`src/rtl/pipe_pkg.sv`:
```
// Shared definitions for the picoMIPS pipelined datapath: ALU codes, multiplier
// FSM states and the flag bundle.
package pipe_pkg;

    // ALU function codes, held wide so any A_SIZE up to 16 compares cleanly.
    localparam logic [15:0] AluAdd   = 16'd0;
    localparam logic [15:0] AluSub   = 16'd1;
    localparam logic [15:0] AluAnd   = 16'd2;
    localparam logic [15:0] AluOr    = 16'd3;
    localparam logic [15:0] AluXor   = 16'd4;
    localparam logic [15:0] AluPassB = 16'd5;
    localparam logic [15:0] AluMul   = 16'd6;

    typedef enum logic [1:0] {
        MulIdle,
        MulBusy,
        MulDone
    } mul_state_t;

    typedef struct packed {
        logic z;
        logic c;
    } flags_t;

endpackage

```
`src/rtl/pipe_datapath_seq_mul.sv`:
```
// n-cycle unsigned shift-add multiplier. Operands are latched on i_start while
// idle; after N busy cycles o_done is high for one cycle with the upper N bits
// of the 2N-bit product on o_hi.
module seq_mul
    import pipe_pkg::*;
#(
    parameter int unsigned N = 8
) (
    input  logic         clk,
    input  logic         rst_n,
    input  logic         i_start,
    input  logic [N-1:0] i_a,
    input  logic [N-1:0] i_b,
    output logic         o_idle,
    output logic         o_done,
    output logic [N-1:0] o_hi
);
    localparam int unsigned CntW = $clog2(N);

    mul_state_t     r_state;
    mul_state_t     w_state_d;
    logic [CntW-1:0] r_cnt;
    logic [N-1:0]   r_a;
    logic [2*N-1:0] r_p;
    logic [N:0]     w_sum;
    logic           w_last;

    assign w_last = (r_cnt == CntW'(N - 1));
    // Upper half plus multiplicand when the current multiplier bit is set.
    assign w_sum  = {1'b0, r_p[2*N-1:N]} + (r_p[0] ? {1'b0, r_a} : '0);
    assign o_hi   = r_p[2*N-1:N];

    // State register.
    always_ff @(posedge clk) begin
        if (!rst_n) begin
            r_state <= MulIdle;
        end else begin
            r_state <= w_state_d;
        end
    end

    // Next state and status outputs.
    always_comb begin
        w_state_d = r_state;
        o_idle    = 1'b0;
        o_done    = 1'b0;
        unique case (r_state)
            MulIdle: begin
                o_idle = 1'b1;
                if (i_start) begin
                    w_state_d = MulBusy;
                end
            end
            MulBusy: begin
                if (w_last) begin
                    w_state_d = MulDone;
                end
            end
            MulDone: begin
                o_done    = 1'b1;
                w_state_d = MulIdle;
            end
            default: w_state_d = MulIdle;
        endcase
    end

    // Product register: load on start, one shift-add step per busy cycle.
    always_ff @(posedge clk) begin
        if (!rst_n) begin
            r_cnt <= '0;
            r_a   <= '0;
            r_p   <= '0;
        end else if ((r_state == MulIdle) && i_start) begin
            r_cnt <= '0;
            r_a   <= i_a;
            r_p   <= {{N{1'b0}}, i_b};
        end else if (r_state == MulBusy) begin
            r_cnt <= r_cnt + CntW'(1);
            r_p   <= {w_sum, r_p[N-1:1]};
        end
    end

endmodule

```
`src/rtl/pipe_datapath.sv`:
```
// picoMIPS datapath: register file with WB-stage forwarding, single-cycle ALU,
// registered write-back with flags, and a multi-cycle multiplier that stalls
// instruction issue while it runs.
module pipe_datapath
    import pipe_pkg::*;
#(
    parameter int unsigned n      = 8,
    parameter int unsigned A_SIZE = 3,
    parameter int unsigned R_SIZE = 3
) (
    input  logic              clk,
    input  logic              rst_n,
    input  logic [9:0]        SW,
    input  logic              instr_valid,
    output logic              instr_ready,
    input  logic [A_SIZE-1:0] ALUfunc,
    input  logic              imm,
    input  logic              immswitches,
    input  logic [R_SIZE-1:0] Raddr1,
    input  logic [n-1:0]      Raddr2,
    input  logic [R_SIZE-1:0] Waddr,
    input  logic              we,
    output logic [n-1:0]      displayResult,
    output logic              result_valid,
    output logic              flag_z,
    output logic              flag_c
);
    localparam int NumRegs = 2 ** R_SIZE;

    logic [n-1:0]      r_gpr [NumRegs];
    logic [n-1:0]      r_wb_data;
    logic [R_SIZE-1:0] r_wb_addr;
    logic              r_wb_we;
    logic              r_valid;
    flags_t            r_flags;
    logic [R_SIZE-1:0] r_mul_waddr;
    logic              r_mul_we;

    logic              w_accept;
    logic              w_is_mul;
    logic              w_mul_start;
    logic              w_mul_idle;
    logic              w_mul_done;
    logic [n-1:0]      w_mul_hi;
    logic [15:0]       w_func;
    logic [n-1:0]      w_sw;
    logic [R_SIZE-1:0] w_rb_addr;
    logic [n-1:0]      w_a;
    logic [n-1:0]      w_rf_b;
    logic [n-1:0]      w_b;
    logic [n:0]        w_wide;
    logic [n-1:0]      w_alu_res;
    logic              w_alu_c;
    logic              w_alu_def;
    logic [n-1:0]      w_wb_data_d;
    logic [R_SIZE-1:0] w_wb_addr_d;
    logic              w_wb_we_d;
    logic              w_load;
    flags_t            w_flags_d;
    logic              w_unused_sw;

    assign w_func      = 16'(ALUfunc);
    assign w_sw        = n'(SW);
    assign w_unused_sw = ^SW;
    assign w_rb_addr   = Raddr2[R_SIZE-1:0];
    assign instr_ready = w_mul_idle;
    assign w_accept    = instr_valid && instr_ready;
    assign w_is_mul    = (w_func == AluMul);
    assign w_mul_start = w_accept && w_is_mul;

    assign displayResult = r_wb_data;
    assign result_valid  = r_valid;
    assign flag_z        = r_flags.z;
    assign flag_c        = r_flags.c;

    // Operand fetch; r0 is hard zero and never forwarded.
    always_comb begin
        w_a = (Raddr1 == '0) ? '0 : r_gpr[Raddr1];
        if (r_wb_we && (r_wb_addr == Raddr1) && (Raddr1 != '0)) begin
            w_a = r_wb_data;
        end
        w_rf_b = (w_rb_addr == '0) ? '0 : r_gpr[w_rb_addr];
        if (r_wb_we && (r_wb_addr == w_rb_addr) && (w_rb_addr != '0)) begin
            w_rf_b = r_wb_data;
        end
        if (imm) begin
            w_b = immswitches ? w_sw : Raddr2;
        end else begin
            w_b = w_rf_b;
        end
    end

    // Single-cycle ALU; MUL and unknown codes fall to the not-defined path.
    always_comb begin
        w_wide    = '0;
        w_alu_res = '0;
        w_alu_c   = 1'b0;
        w_alu_def = 1'b1;
        case (w_func)
            AluAdd: begin
                w_wide    = {1'b0, w_a} + {1'b0, w_b};
                w_alu_res = w_wide[n-1:0];
                w_alu_c   = w_wide[n];
            end
            AluSub: begin
                // Bit n of the extended difference is the unsigned borrow.
                w_wide    = {1'b0, w_a} - {1'b0, w_b};
                w_alu_res = w_wide[n-1:0];
                w_alu_c   = w_wide[n];
            end
            AluAnd:   w_alu_res = w_a & w_b;
            AluOr:    w_alu_res = w_a | w_b;
            AluXor:   w_alu_res = w_a ^ w_b;
            AluPassB: w_alu_res = w_b;
            default:  w_alu_def = 1'b0;
        endcase
    end

    // Write-back stage next state: multiplier completion or a single-cycle op.
    always_comb begin
        w_load      = 1'b0;
        w_wb_data_d = r_wb_data;
        w_wb_addr_d = r_wb_addr;
        w_wb_we_d   = 1'b0;
        w_flags_d   = r_flags;
        if (w_mul_done) begin
            w_load      = 1'b1;
            w_wb_data_d = w_mul_hi;
            w_wb_addr_d = r_mul_waddr;
            w_wb_we_d   = r_mul_we;
            w_flags_d.z = (w_mul_hi == '0);
            w_flags_d.c = 1'b0;
        end else if (w_accept && !w_is_mul) begin
            w_load = 1'b1;
            if (w_alu_def) begin
                w_wb_data_d = w_alu_res;
                w_wb_addr_d = Waddr;
                w_wb_we_d   = we;
                w_flags_d.z = (w_alu_res == '0);
                w_flags_d.c = w_alu_c;
            end else begin
                w_wb_data_d = '0;
            end
        end
    end

    // Write-back and multiplier destination registers.
    always_ff @(posedge clk) begin
        if (!rst_n) begin
            r_wb_data   <= '0;
            r_wb_addr   <= '0;
            r_wb_we     <= 1'b0;
            r_valid     <= 1'b0;
            r_flags     <= '0;
            r_mul_waddr <= '0;
            r_mul_we    <= 1'b0;
        end else begin
            r_wb_data <= w_wb_data_d;
            r_wb_addr <= w_wb_addr_d;
            r_wb_we   <= w_wb_we_d;
            r_valid   <= w_load;
            r_flags   <= w_flags_d;
            if (w_mul_start) begin
                r_mul_waddr <= Waddr;
                r_mul_we    <= we;
            end
        end
    end

    // Register file commit from the write-back stage; r0 is never written.
    always_ff @(posedge clk) begin
        if (!rst_n) begin
            for (int i = 0; i < NumRegs; i++) begin
                r_gpr[i] <= '0;
            end
        end else if (r_wb_we && (r_wb_addr != '0)) begin
            r_gpr[r_wb_addr] <= r_wb_data;
        end
    end

    seq_mul #(
        .N(n)
    ) u_seq_mul (
        .clk    (clk),
        .rst_n  (rst_n),
        .i_start(w_mul_start),
        .i_a    (w_a),
        .i_b    (w_b),
        .o_idle (w_mul_idle),
        .o_done (w_mul_done),
        .o_hi   (w_mul_hi)
    );

endmodule

```
`config.mk`:
```
export PLATFORM = sky130hd
export DESIGN_NAME = pipe_datapath
export DESIGN_NICKNAME = d
export VERILOG_FILES = /design/src/rtl/pipe_pkg.sv /design/src/rtl/pipe_datapath_seq_mul.sv /design/src/rtl/pipe_datapath.sv
export SDC_FILE = /design/constraint.sdc
export NUM_CORES = 1
export LEC_CHECK = 0
export ABC_CLOCK_PERIOD_IN_PS = 4600
export CORE_MARGIN = 4
export CORE_UTILIZATION = 55
export CTS_CLUSTER_DIAMETER = 200
export DETAILED_ROUTE_END_ITERATION = 10
export GPL_ROUTABILITY_DRIVEN = 0
export GPL_TIMING_DRIVEN = 0
export PLACE_DENSITY_LB_ADDON = 0.25
export SYNTH_ARGS = -nofsm -noshare
export SYNTH_HDL_FRONTEND = slang
export SYNTH_SLANG_ARGS = --single-unit
```
`constraint.sdc`:
```
create_clock -name clk -period 4.6 [get_ports clk]
set_input_delay 0.69 -clock clk [delete_from_list [all_inputs] [get_ports clk]]
set_output_delay 0.69 -clock clk [all_outputs]
set_load 0.05 [all_outputs]
```
==> run metrics <==
FILL cells roughly 1,000; FF-to-FF End flag_z$_SDFFE_PN0P_; GRT Overall Usage 0.279; Cells after DPL 945; Post-DRT Antenna Nets 0; Critical Path Max Stage Delay 450 ps; Final Cell Area 8330 µm²; Peak VDD IR 278 µV; synthesized flop and latch total 112; status finished, final reports clean; Final setup viols 0; WP buf/inv 3; layout cells sized above 1 0.124; DIE HEIGHT 123 µm; Initial Utilization 0.568; R2R Path Start r_wb_addr[2]$_SDFFE_PN0P_; Buffers on Ports 35; top cells by count, synth 89 x nand2_1, 66 x and2_1, 64 x edfxtp_1; global route overflow 0; hold buffers post-CTS 0; main area contributors after synthesis edfxtp_1 27%, dfxtp_1 13%, mux4_2 8.1%, ha_1 6.0%, and2_1 5.7%; Max-Cap Viols 0; DR iter-0 viols 990; Synth top area share 0.265; first-pass GRT wire length 31,800 µm; ys async rst share 0; max-slew violations 0; vias in the first global route 5,857; TritonCTS buffer count 9; ys flop type edfxtp_1; clk_skew just under 7 ps; total clock sinks 112; Ports 45; synth-to-layout area growth 14.8%; Slew HR 0.158; reg2reg path depth 14; DP Area 7840 µm²; Detailed Place HPWL 15,000 µm; Hold WS 454 ps; Cell Chain, Critical Path clkbuf_1 > buf_2 > nor3_1 > a41oi_2 > nand2_1 > a22oi_2 > ha_2 > inv_1 > fa_1 > nor2b_1 > o21a_1 > o31ai_1 > xnor2_1 > a2111oi_2 > nand4b_1 > o31ai_2; H-tree depth 3; leakage power 3.16 nW; min-delay src u_seq_mul.r_a[5]$_SDFFE_PN0P_; final net count 862; count leader, synth nand2_1; Core ar. approximately 13,000 µm²; Max Fanout on Critical Path 10; PwrDens 300 nW/µm²; CP Capture Type flip-flop; clock transition at the registers of the reported paths about 70 ps; Synth Cell Area 7250 µm²; WHS Endpoint u_seq_mul.r_a[5]$_SDFFE_PN0P_; f_max around 0.23 GHz; number of synthesized flops with an enable pin 64; clk_lat worst skew between 300 and 400 ps; deepest clock path buffer count 2; Reg2Reg Setup Slack 300 ps; largest area contributor in the netlist edfxtp_1; Startpoint Class input pin; minimum clock period after layout 4380 ps; drt pass-1 iters 9; Total Wirelength 20,600 µm; synth warn 0; wire length per cell 21.3 µm; worst hold path class reg2reg; Final Non-Filler Cells 968; DR vias 6,214; worst path required time 4870 ps; count of final hold-check violations 0; Storage cell area about 2900 µm²; row count 41; crit-path leading delay family compound AO/OA/AOI/OAI gates; Worst path depth 16; die width 123 µm; initial antenna violation count 0; synthesized area per cell 9.92 µm²; via/cell ratio approximately 6.4; Multi-input gate area 4200 µm²; Hold Path Stages 2; ANT cells 0; Seq/Total Area, Yosys 0.398; largest net degree at the start of global routing 19; post-synthesis cell count 731; period utilization 0.952; Arr. time, crit path between 4000 and 5000 ps; slowest CP cell fa_1; CTS tree yes; Die Area 15,100 µm²; Setup CP Type in2reg; number of distinct library cells after synthesis 62; Tightest Pin Transition 1250 ps; root buf cell clkbuf_16; Remaining DRCs 0
[cell families after synthesis]
family | after synthesis | synth area share
simple gates | 270 | 0.185
compound gates | 156 | 0.146
flops | 112 | 0.398
buf+inv | 80 | 0.0431
mux | 60 | 0.143
fa+ha+maj | 38 | 0.0687
xor+xnor | 14 | 0.0169
other cells | 1 | 0.000517
[stage by stage]
step / setup TNS (ps) / power [mW] / setup slack [ps] / util
after global placement: -7190 / 1.68 / -1160 / 0.614
final: 0 / 2.50 / 219 / 0.652
after floorplan: 0 / 1.52 / 337 / -
after detailed placement: -7510 / 1.70 / -1220 / 0.614
after CTS: 0 / 2.46 / 7.92 / 0.641
after global routing: -13.4 / 2.58 / -13.4 / 0.652
[placed cells by master, fill, tap and decap left out, types with 7 or more instances in the layout]
cell	netlist	final
edfxtp_1	64	64
a311oi_1	7	7
nor3_1	13	10
a21oi_1	43	41
inv_1	31	30
o21ai_0	21	18
nor2b_1	14	14
nand2_1	89	89
a22oi_1	17	15
a21o_1	7	7
clkdlybuf4s50_1	0	34
nand3_1	9	9
dfxtp_1	48	48
clkbuf_16	0	9
clkbuf_1	41	34
xnor2_1	14	14
and2_1	66	66
mux4_2	26	26
mux2i_1	19	18
buf_4	0	7
ha_1	35	33
conb_1	1	8
mux2_2	9	9
nor2_1	49	49
[timing repair]
item                       in CTS  in global routing
pin swaps                       1                  3
setup endpoints to repair       9                  9
resized for setup              14                 24
buffers inserted                1                  7
[sequential cells by signal, indices dropped and copies added (netlist names), 2 cells and up]
register	count
r_gpr	64
u_seq_mul.r_p	16
displayResult	8
u_seq_mul.r_a	8
r_mul_waddr	3
r_wb_addr	3
u_seq_mul.r_cnt	3
u_seq_mul.r_state	2
[power breakdown]
part / switching (mW) / internal (mW) / leakage (nW)
Clock: 0.369 / 0.401 / 0.143
Sequential: 0.0395 / 1.09 / 1.05
Combinational: 0.357 / 0.239 / 1.97
[worst max path at each step]
stage                   start                  end  slack [ps]
global route        Raddr2[2]  flag_z$_SDFFE_PN0P_         -10
CTS                 Raddr2[1]  flag_z$_SDFFE_PN0P_           8
floorplan           Raddr2[2]  flag_z$_SDFFE_PN0P_         340
detailed placement  Raddr2[1]  flag_z$_SDFFE_PN0P_       -1220
global placement    Raddr2[1]  flag_z$_SDFFE_PN0P_       -1160
finish              Raddr2[2]  flag_z$_SDFFE_PN0P_         220
[layout make-up]
cell class,instances,area share
Sequential cell,112,0.346
Buffer,46,0.0239
Clock inverter,5,0.00436
Inverter,32,0.0144
Multi-Input combinational cell,546,0.505
Tap cell,172,0.0258
Clock buffer,11,0.0304
Timing Repair Buffer,44,0.0502
[worst min-delay path, delay by kind of cell (launching register included)]
kind	cells	cell delay, ps
compound gates	1	50
flops	1	310
simple gates	1	50
[metal layers]
metal	wire, µm	GRT usage
met1	8230	0.381
met2	9310	0.429
met3	2510	0.0793
met4	583	0.0952
met5	0	0
No activity file was read; power rests on OpenSTA's default activity.
